<file path="config.mk">
export PLATFORM = sky130hd
export DESIGN_NAME = seven_seg_arbiter
export DESIGN_NICKNAME = d
export VERILOG_FILES = /design/src/rtl/seven_seg_arbiter.sv
export SDC_FILE = /design/constraint.sdc
export NUM_CORES = 1
export LEC_CHECK = 0
export CELL_PAD_IN_SITES_DETAIL_PLACEMENT = 0
export CELL_PAD_IN_SITES_GLOBAL_PLACEMENT = 1
export CORE_ASPECT_RATIO = 0.6
export CORE_MARGIN = 5
export CORE_UTILIZATION = 35
export DETAILED_ROUTE_END_ITERATION = 7
export PLACE_DENSITY = 0.95
export SKIP_LAST_GASP = 1
export SLEW_MARGIN = 20
export SYNTH_ARGS = -nofsm -noshare
export SYNTH_HDL_FRONTEND = slang
export SYNTH_SLANG_ARGS = --single-unit
</file>
<file path="constraint.sdc">
create_clock -name clk -period 2.9 [get_ports clk]
set_input_delay 0.58 -clock clk [delete_from_list [all_inputs] [get_ports clk]]
set_output_delay 0.58 -clock clk [all_outputs]
set_load 0.05 [all_outputs]
</file>
<file path="src/rtl/seven_seg_arbiter.sv">
// Round-robin arbiter time-sharing one 4-digit seven-segment display between NUM_REQ requesters.
// Optional: define SEG_ARB_PRIORITY_EN to make requester 0 urgent (preempts SHOW, wins every arbitration).
module seven_seg_arbiter #(
  parameter int NUM_REQ      = 4,
  parameter int DWELL_CYCLES = 1000,
  parameter int GAP_CYCLES   = 16
) (
  input  logic                   clk,
  input  logic                   rst,
  input  logic [NUM_REQ-1:0]     req,
  input  logic [16*NUM_REQ-1:0]  req_data,
  output logic [3:0]             val3,
  output logic [3:0]             val2,
  output logic [3:0]             val1,
  output logic [3:0]             val0,
  output logic                   blank,
  output logic [NUM_REQ-1:0]     grant,
  output logic [NUM_REQ-1:0]     done,
  output logic                   busy
);

  localparam int LW = $clog2(NUM_REQ);
  localparam int DW = $clog2(DWELL_CYCLES + 1);
  localparam int GW = (GAP_CYCLES > 0) ? $clog2(GAP_CYCLES + 1) : 1;
  localparam logic [LW-1:0] LAST_RST  = LW'(NUM_REQ - 1);
  localparam logic [DW-1:0] DWELL_END = DW'(DWELL_CYCLES - 1);
  localparam logic [GW-1:0] GAP_END   = (GAP_CYCLES > 0) ? GW'(GAP_CYCLES - 1) : '0;

  typedef enum logic [1:0] {IDLE, SHOW, GAP} state_t;

  state_t               state_q, state_d;
  logic [LW-1:0]        last_q, last_d;
  logic [DW-1:0]        dwell_q, dwell_d;
  logic [GW-1:0]        gap_q, gap_d;
  logic [NUM_REQ-1:0]   grant_q, grant_d;
  logic [NUM_REQ-1:0]   done_q, done_d;
  logic [15:0]          val_q, val_d;
  logic                 blank_q, blank_d;
  logic                 busy_q, busy_d;

  logic                 found;
  logic [LW-1:0]        win;
  logic [LW-1:0]        cand;

  // Search starts just after the last winner so a continuously held request cannot starve others.
  always_comb begin
    found = 1'b0;
    win   = last_q;
    cand  = '0;
    for (int k = 1; k <= NUM_REQ; k++) begin
      cand = LW'((int'(last_q) + k) % NUM_REQ);
      if (!found && req[cand]) begin
        found = 1'b1;
        win   = cand;
      end
    end
`ifdef SEG_ARB_PRIORITY_EN
    if (req[0]) begin
      found = 1'b1;
      win   = '0;
    end
`endif
  end

  always_comb begin
    state_d = state_q;
    last_d  = last_q;
    dwell_d = dwell_q;
    gap_d   = gap_q;
    grant_d = grant_q;
    done_d  = '0;
    val_d   = val_q;
    blank_d = blank_q;
    busy_d  = busy_q;
    unique case (state_q)
      IDLE: begin
        if (found) begin
          state_d = SHOW;
          grant_d = NUM_REQ'(1) << win;
          last_d  = win;
          val_d   = req_data[16*win +: 16];
          blank_d = 1'b0;
          busy_d  = 1'b1;
          dwell_d = '0;
        end
      end
      SHOW: begin
`ifdef SEG_ARB_PRIORITY_EN
        if (req[0] && (last_q != '0)) begin
          grant_d = NUM_REQ'(1);
          last_d  = '0;
          val_d   = req_data[15:0];
          dwell_d = '0;
        end else
`endif
        // last_q always holds the current owner while in SHOW.
        if (!req[last_q] || (dwell_q == DWELL_END)) begin
          grant_d = '0;
          blank_d = 1'b1;
          val_d   = '0;
          gap_d   = '0;
          if (req[last_q]) done_d = grant_q;
          if (GAP_CYCLES == 0) begin
            state_d = IDLE;
            busy_d  = 1'b0;
          end else begin
            state_d = GAP;
          end
        end else begin
          dwell_d = dwell_q + 1'b1;
        end
      end
      GAP: begin
        if (gap_q == GAP_END) begin
          state_d = IDLE;
          busy_d  = 1'b0;
        end else begin
          gap_d = gap_q + 1'b1;
        end
      end
      default: state_d = IDLE;
    endcase
  end

  always_ff @(posedge clk) begin
    if (rst) begin
      state_q <= IDLE;
      last_q  <= LAST_RST;
      dwell_q <= '0;
      gap_q   <= '0;
      grant_q <= '0;
      done_q  <= '0;
      val_q   <= '0;
      blank_q <= 1'b1;
      busy_q  <= 1'b0;
    end else begin
      state_q <= state_d;
      last_q  <= last_d;
      dwell_q <= dwell_d;
      gap_q   <= gap_d;
      grant_q <= grant_d;
      done_q  <= done_d;
      val_q   <= val_d;
      blank_q <= blank_d;
      busy_q  <= busy_d;
    end
  end

  assign val3  = val_q[15:12];
  assign val2  = val_q[11:8];
  assign val1  = val_q[7:4];
  assign val0  = val_q[3:0];
  assign blank = blank_q;
  assign grant = grant_q;
  assign done  = done_q;
  assign busy  = busy_q;

endmodule

</file>
Yosys cells after proc, flatten, opt, wreduce, memory -nomap -nowiden. Index checks and enable logic that the tools add are counted.

$add $sub $neg: 6. Multiply operators: 0. Divide/modulo/power cells: 0. Magnitude comparators: 5. Equality and inequality tests: 9. Shift-type cells: 2. Muxes and demuxes: 40. Bitwise operators: 3. Reductions and logical operators: 19.

Operators with widths (number): 64-bit by 7-bit variable part select with 16-bit output (1); 16-bit 2-to-1 mux (2); 16-bit one-hot mux with 2 select lines (1); 10-bit 2-to-1 mux (2); 10-bit one-hot mux with 2 select lines (1); 2-bit by 3-bit < comparator with 1-bit output, second input constant (5); 3-bit AND reduction (5); 2-bit 2-to-1 mux (7); 1-bit 2-to-1 mux (13); 10-bit by 1-bit adder with 10-bit output, second input constant (1); 1-bit binary-select mux with 2-bit select (5); 10-bit == test, second input constant (1); 5-bit 2-to-1 mux (2); 2-bit inequality test, second input constant (5); 5-bit one-hot mux with 2 select lines (1); 4-bit 2-to-1 mux (2); 4-bit one-hot mux with 2 select lines (1); 2-bit one-hot mux with 3 select lines (1); 2-bit nonzero test (3); 5-bit by 1-bit adder with 5-bit output, second input constant (1); 5-bit by 4-bit == test with 1-bit output, second input constant (1); 2-bit by 1-bit adder with 2-bit output, second input constant (2); 2-bit adder, second input constant (2); 1-bit logical NOT (4); other kinds (10) (15).

Register bits: 45. Latch bits: 0. Memory bits (writable): 0. ROM bits: 0. Input bits: 70. Output and inout port bits: 26. Logic and storage cells: 93. Memories: 0.

Depth between registers and ports, before layout.
Depth in word-level cells: 16. Gate-level depth with buffers: 8. Depth with buffers taken out: 7.

Least setup slack after synthesis. No wires, ideal clock.

Kind: input -> register. Start: input port req[3]. End: register last_q[0]. Library setup time: 0.120 ns. Arrival: 1.941 ns. Required time: 2.780 ns. Setup slack: 0.839 ns. Stages: 8. Path buffers: 3. Cell sequence: nor2b_1 o21a_1 clkbuf_1 nor3_1 buf_4 buf_4 nor2_1 a211o_1.

Word-level cells in the longest chain between the ends: 13. Elaborated cells on any way between the ends: 23. Those cells by class: 16 x mux; 7 x reduce/logical.

Ends and longest elaborated chain: start, declared (RTL line 10) `input logic [NUM_REQ-1:0] req,`; 1-bit binary-select mux with 2-bit select (RTL line 52) `if (!found && req[cand]) begin`; 1-bit 2-to-1 mux (implied by the code) (RTL line 52); 1-bit 2-to-1 mux (RTL line 52); 1-bit logical NOT (RTL line 52); 1-bit logical AND (RTL line 52); 1-bit 2-to-1 mux (RTL line 52); 1-bit logical NOT (RTL line 52); 1-bit logical AND (RTL line 52); 1-bit 2-to-1 mux (RTL line 52); 1-bit logical NOT (RTL line 52); 1-bit logical AND (RTL line 52); 1-bit 2-to-1 mux (RTL line 52); 2-bit AND reduction (no source line); end signal, assigned (RTL line 138) `last_q <= last_d;`; end, declared (RTL line 32) `logic [LW-1:0] last_q, last_d;`.

Several ways; a longest one is shown, not always the timed one. The select of a mux whose other input is x is not followed. A chain may end at the register's enable or synchronous reset.

Worst setup path after layout.
Start: input port req[1]. End: register val_q[12].

Word-level cells in the longest chain between the ends: 15. Elaborated cells on any way between the ends: 32. Those cells by class: 2 x eq/ne; 1 x shift; 20 x mux; 9 x reduce/logical.

Ends and longest elaborated chain: 1-bit binary-select mux with 2-bit select (RTL line 52); 1-bit 2-to-1 mux (implied by the code) (RTL line 52); 1-bit 2-to-1 mux (RTL line 52); 1-bit logical NOT (RTL line 52); 1-bit logical AND (RTL line 52); 1-bit 2-to-1 mux (RTL line 52); 1-bit logical NOT (RTL line 52); 1-bit logical AND (RTL line 52); 1-bit 2-to-1 mux (RTL line 52); 1-bit logical NOT (RTL line 52); 1-bit logical AND (RTL line 52); 2-bit 2-to-1 mux (RTL line 52); 64-bit by 7-bit variable part select with 16-bit output (RTL line 81) `val_d = req_data[16*win +: 16];`; 16-bit 2-to-1 mux (RTL line 77) `if (found) begin`; 16-bit one-hot mux with 2 select lines (RTL line 75) `unique case (state_q)`; end signal, assigned (RTL line 143) `val_q <= val_d;`; end, declared (RTL line 37) `logic [15:0] val_q, val_d;`.

Several ways; a longest one is shown, not always the timed one. The select of a mux whose other input is x is not followed.

==> results.json <==
{
  "drt-pass1-iter-count": 4,
  "fp.dieH_um": 75.8,
  "clock_latency_ns": 0.28,
  "start_util_pct": 35.3,
  "syn_area_sq_um": 2520,
  "layout_min_cycle_time_ns": 2.53,
  "route.final.wire_length_mm": 7.94,
  "leakage_nw": 1.41,
  "hold_class": "reg -> reg",
  "die_area_sq_um": 9060,
  "ctsResizeCount": 0,
  "rows": 24,
  "postRouteAntennaNets": 0,
  "critPathArrivalTime_ns": 2.66,
  "fin_setup_tns_ns": 0,
  "hold_violations": 0,
  "nFillCells": 676,
  "clk_pin_slew_ns": 0.07,
  "globalRouteOverflowTotal": 0,
  "synth_async_sr_flop_share_pct": 0,
  "ctsRootBufferMaster": "clkbuf_16",
  "rrSetupSlack_ns": 0.68,
  "relSlewSlack_pct": 42.6,
  "period_share_pct": 87.1,
  "peakVddDrop_mv": 0.398,
  "synth_edf_count": 0,
  "synthCells": 282,
  "antenna_cells": 0,
  "regArea_sq_um": 901,
  "cts_buffer_depth": 2,
  "critPathCaptureType": "flip-flop",
  "gp_congestion": 0.891,
  "h-tree-depth": 2,
  "drc_errors": 0,
  "via_count": 2530,
  "grt_pass1_vias": 2568,
  "status": "finished clean",
  "critPathLaunch": "req[1]",
  "rsz0062_at_grt": "no",
  "cts_tree": "built",
  "grt_start_max_net_pins": 18,
  "multi_input_area_sq_um": 1460,
  "drv_slew": 0,
  "avgRoutedWirePerCell_um": 17.0,
  "coreArea_sq_um": 7150,
  "via_per_inst": 5.42,
  "skew_ns": 0.00492,
  "timing.rr.end": "val_q[1]",
  "yosys_warnings": 0,
  "cts_made_buffers": 5,
  "io-pin-count": 96,
  "critPathLaunchType": "input port",
  "synthFlopType": "dfxtp_1",
  "layoutNonFillerInstCount": 467,
  "cp-endpoint": "val_q[12]",
  "die_w_um": 120,
  "whs_ns": 0.456,
  "yosysUniqueCellTypes": 45,
  "synth_area_per_cell_sq_um": 8.95,
  "cp.required_ns": 3.03,
  "drive_gt1_share_pct": 11.4,
  "ys_ff_latch": 45,
  "fmax_ghz": 0.396,
  "numPortBuffers": 95,
  "finalSetupViolations": 0,
  "cap_violations": 0,
  "grt_pass1_wl_mm": 13.0,
  "dp.cells": 459,
  "post-dp-hpwl_mm": 6.03,
  "total_power_mw": 2.50,
  "grt.total_usage_pct": 17.8,
  "critical_path.max_fanout": 17,
  "drt_iter0_drc": 141,
  "p_per_area_nw_per_um2": 666,
  "antenna_found_initial": 0,
  "area_growth_pct": 48.9,
  "crit_type": "in -> reg",
  "reg2reg_depth": 6,
  "clock_sinks": 45,
  "r2r_start": "dwell_q[5]",
  "yosysSeqAreaShare_pct": 35.7,
  "syn_nets": 355,
  "cts_hold_buf": 0,
  "nNetsFinal": 448,
  "post-cts-setup-buffers": 0,
  "worst_pin_slew_ns": 0.862
}
==> metal layers <==
layer | wire length (um) | vias to the layer above | global-route usage [%]
li1 | - | 1255 | -
met1 | 3990 | 1185 | 25.6
met2 | 3370 | 88 | 26.9
met3 | 543 | 2 | 4.82
met4 | 40 | 0 | 3.81
met5 | 0 | - | 0
==> cell families (layout without fill, tap and decap cells) <==
family,count (synthesis),count (layout),synth area share [%]
buffers and inverters,40,134,6.94
adders and majority gates,3,3,1.49
DFF,45,45,35.7
and+or+nand+nor,84,84,18.5
muxes,18,18,7.63
AOI/OAI and AO/OA,87,87,28.0
xor gates and xnor gates,5,5,1.74
==> cells in the mapped netlist, types with 2 or more instances <==
cell type	n	area share (%)
o31ai_1	20	5.9
or2_2	2	0.50
xor2_1	2	0.69
nand2b_1	5	1.2
clkbuf_1	11	1.6
ha_1	3	1.5
a21oi_1	11	2.2
buf_2	4	0.79
mux2i_1	17	6.7
o221ai_1	16	5.6
nand4_1	19	4.7
a32oi_1	4	1.4
nand2_1	8	1.2
xnor2_1	3	1.0
buf_4	3	0.89
and2_1	6	1.5
a21bo_2	16	6.3
or3_1	3	0.74
nor2_1	17	2.5
nor3_1	5	0.99
nor2b_1	4	0.99
o21a_1	3	0.89
a211o_1	2	0.69
o21ai_0	4	0.79
inv_1	19	2.8
a211oi_1	3	0.89
or4_1	3	0.89
a21o_1	2	0.59
dfxtp_1	45	36
nand3b_1	2	0.59
nand3_1	3	0.59
nor4_1	3	0.74
o21ai_1	2	0.40
==> cell usage in the layout (no fill, tap or decap), types with 2 or more instances in the layout <==
cell | synthesis | final
or4_1 | 3 | 3
nor2b_1 | 4 | 4
a211oi_1 | 3 | 3
clkdlybuf4s50_1 | 0 | 95
nor3_1 | 5 | 4
nand2b_1 | 5 | 5
nor4_1 | 3 | 3
ha_1 | 3 | 3
o21ai_0 | 4 | 4
clkbuf_16 | 0 | 5
o21a_1 | 3 | 3
and2_1 | 6 | 6
a32oi_1 | 4 | 4
a21bo_2 | 16 | 16
mux2i_1 | 17 | 17
a211o_1 | 2 | 2
nand4_1 | 19 | 19
buf_4 | 3 | 12
nand3_1 | 3 | 3
o21ai_1 | 2 | 2
a21oi_1 | 11 | 10
dfxtp_1 | 45 | 45
nand2_1 | 8 | 8
inv_1 | 19 | 19
xnor2_1 | 3 | 3
or3_1 | 3 | 3
o221ai_1 | 16 | 16
nor2_1 | 17 | 17
xor2_1 | 2 | 2
o31ai_1 | 20 | 20
or2_2 | 2 | 2
nand3b_1 | 2 | 2
a21o_1 | 2 | 2
==> worst min-delay path by stage <==
stage | start | to | slack (ns) | cells after the start
2_1_floorplan | dwell_q[8] | dwell_q[8] | 0.45 | 2
3_3_place_gp | busy | busy | 0.45 | 2
3_5_place_dp | busy | busy | 0.45 | 2
4_1_cts | busy | busy | 0.46 | 2
5_1_grt | blank | blank | 0.48 | 1
6_report | busy | busy | 0.46 | 2
==> power breakdown <==
| group | switching, mW | leakage, nW | internal (mW) |
|---|---|---|---|
| logic | 0.619 | 0.956 | 0.432 |
| registers | 0.0690 | 0.368 | 0.708 |
| clock network | 0.259 | 0.0859 | 0.414 |
==> registers in the layout, summed over array words and instances (netlist names) <==
name / flops
gap_q: 5
dwell_q: 10
done: 4
state_q: 2
val_q: 16
blank: 1
busy: 1
last_q: 2
grant: 4
==> metrics by stage <==
stage	setup WS, ns	cell area (sq um)	util, %
2_1_floorplan	0.839	2520	-
3_3_place_gp	0.215	3580	50.1
3_5_place_dp	0.120	3580	50.1
4_1_cts	0.422	3760	52.6
5_1_grt	0.122	3760	52.6
6_report	0.374	3760	52.6
==> critical path, stage by stage <==
cell             delay, ns
clkdlybuf4s50_1       0.56
nand2b_1              0.13
a21oi_2               0.71
nor3_2                0.12
buf_4                 0.25
mux2i_1               0.18
o221ai_1              0.12
==> area by class of cell <==
class                      instances  area share [%]
multi-input combinational        197            38.7
tap                               91            3.03
clock inverter                     3            1.33
inverter                          19            1.90
timing repair buffer             107            27.7
sequential                        45            24.0
clock buffer                       5            3.33
No activity file was read; power rests on OpenSTA's default activity.
==> RTL change: new RTL, same settings <==
The option `SEG_ARB_PRIORITY_EN` is turned on by a define.
--- a/src/rtl/seven_seg_arbiter.sv
+++ b/src/rtl/seven_seg_arbiter.sv
@@ -1,5 +1,7 @@
 // Round-robin arbiter time-sharing one 4-digit seven-segment display between NUM_REQ requesters.
 // Optional: define SEG_ARB_PRIORITY_EN to make requester 0 urgent (preempts SHOW, wins every arbitration).
+`define SEG_ARB_PRIORITY_EN
+
 module seven_seg_arbiter #(
   parameter int NUM_REQ      = 4,
   parameter int DWELL_CYCLES = 1000,
Check against the original RTL: not equivalent (Yosys sat finds a counterexample within 4 cycles, from zero or initial values and one cycle with rst high).
==> RTL change against the original RTL <==
- area after synthesis rose by 5.0%
- die area rose by 4.5%
- sequential cell count did not move
- total power fell by 6.4%
- final cell count rose by 6.2%
- sequential power fell by 5.0%
- wire length fell by 4.4%
- register-to-register slack got worse by 0.21 ns
- utilization rose by 1.1 points
- worst setup slack improved by 0.060 ns
- final area rose by 4.6%
- largest cell class unchanged
- highest routed layer unchanged
==> RTL change: results <==
group,metric,value,unit
synth,yosysTopAreaCellShare,34.0,%
drt,wire_per_inst,15.3,um
placed_design,postPlaceCellArea,0.00376,sq mm
final_layout,multi_input_cells,226,
final_layout,inverters,6,
grt,grt_max_degree,32,
floorplan,core,0.00733,sq mm
final_layout,multi_input_area,0.00164,sq mm
placed_design,dp_hpwl,5960,um
synth,syn_inst,293,
placed_design,placed_cells,488,
final_layout,clk_share,4.36,%
grt,grt_pass1_wl,12200,um
final_layout,layout-drive-gt1-share,10.7,%
drt,drt_iter0_drc,175,
critical_path,rrSetupSlack,0.47,ns
final_layout,seq_cell_count,45,
critical_path,critical_path_arrival,2.61,ns
critical_path,crit_fanout,8,
synth,ys_seq_area_share,34.0,%
drt,vias_per_cell,5.14,
grt,grt_pass1_vias,2525,
final_layout,fin_cells,496,
placed_design,gp_congestion,0.835,
final_layout,nets,465,
run_status,status,"finished clean",
power_and_ir_drop,p_leak,1.45,nW
final_layout,buf_share,27.1,%
synth,yosys-top-cells-area,"dfxtp_1 (34%), mux2i_1 (12%), a311oi_2 (8.5%)",
synth,netlist-cell-type-count,49,
hold_path,worst_hold_path.endpoint,"grant[2]$_SDFFE_PP0P_",
sta,slew_headroom,59.1,%
grt,grt_use_total,15.6,%
hold_path,worstHoldStart,"grant[2]$_SDFFE_PP0P_",
## RTL change: cell types whose count changed after synthesis, moves of 4 or more
cell      delta
nor2_1      +28
o31ai_1     -20
nand2_1     +18
a21bo_2     -16
mux2i_1     +16
o221ai_1    -16
a311oi_2    +15
nand4_1     -15
o22a_1      +15
inv_1       -13
a32oi_1      -4
## RTL change: routing by layer
| layer | vias up | track usage, % | wire, um |
|---|---|---|---|
| li1 | 1278 | - | - |
| met1 | 1188 | 20.7 | 3600 |
| met3 | 10 | 5.01 | 552 |
| met5 | - | 0 | 0 |
| met4 | 0 | 2.91 | 96 |
| met2 | 75 | 25.0 | 3350 |
## RTL change: worst max-delay path by stage
stage / start / to / slack, ns / cells past startpoint
after floorplan: last_q[0]$_SDFFE_PP1P_ / last_q[0]$_SDFFE_PP1P_ / 0.56 / 9
after global placement: req[3] / val_q[10]$_SDFFE_PP0P_ / 0.26 / 8
after detailed placement: req[1] / val_q[15]$_SDFFE_PP0P_ / 0.16 / 8
after CTS: req[1] / val_q[15]$_SDFFE_PP0P_ / 0.45 / 8
after global routing: req[1] / val_q[14]$_SDFFE_PP0P_ / 0.28 / 8
final: req[2] / gap_q[2]$_SDFFE_PP0P_ / 0.43 / 7
## RTL change: cells by family after synthesis
kind of cell	count (synthesis)	synth area share, %
AOI/OAI and AO/OA	67	23.1
xor gates and xnor gates	9	2.97
adders and majority gates	4	1.89
buffers and inverters	22	4.30
DFF	45	34.0
muxes	35	13.7
and+or+nand+nor	111	20.0
## RTL change: where the power goes
group | leakage, nW | switching, mW | internal [mW] | total [mW]
clock network | 0.0800 | 0.235 | 0.407 | 0.643
registers | 0.369 | 0.0524 | 0.686 | 0.738
logic | 1.00 | 0.544 | 0.417 | 0.961
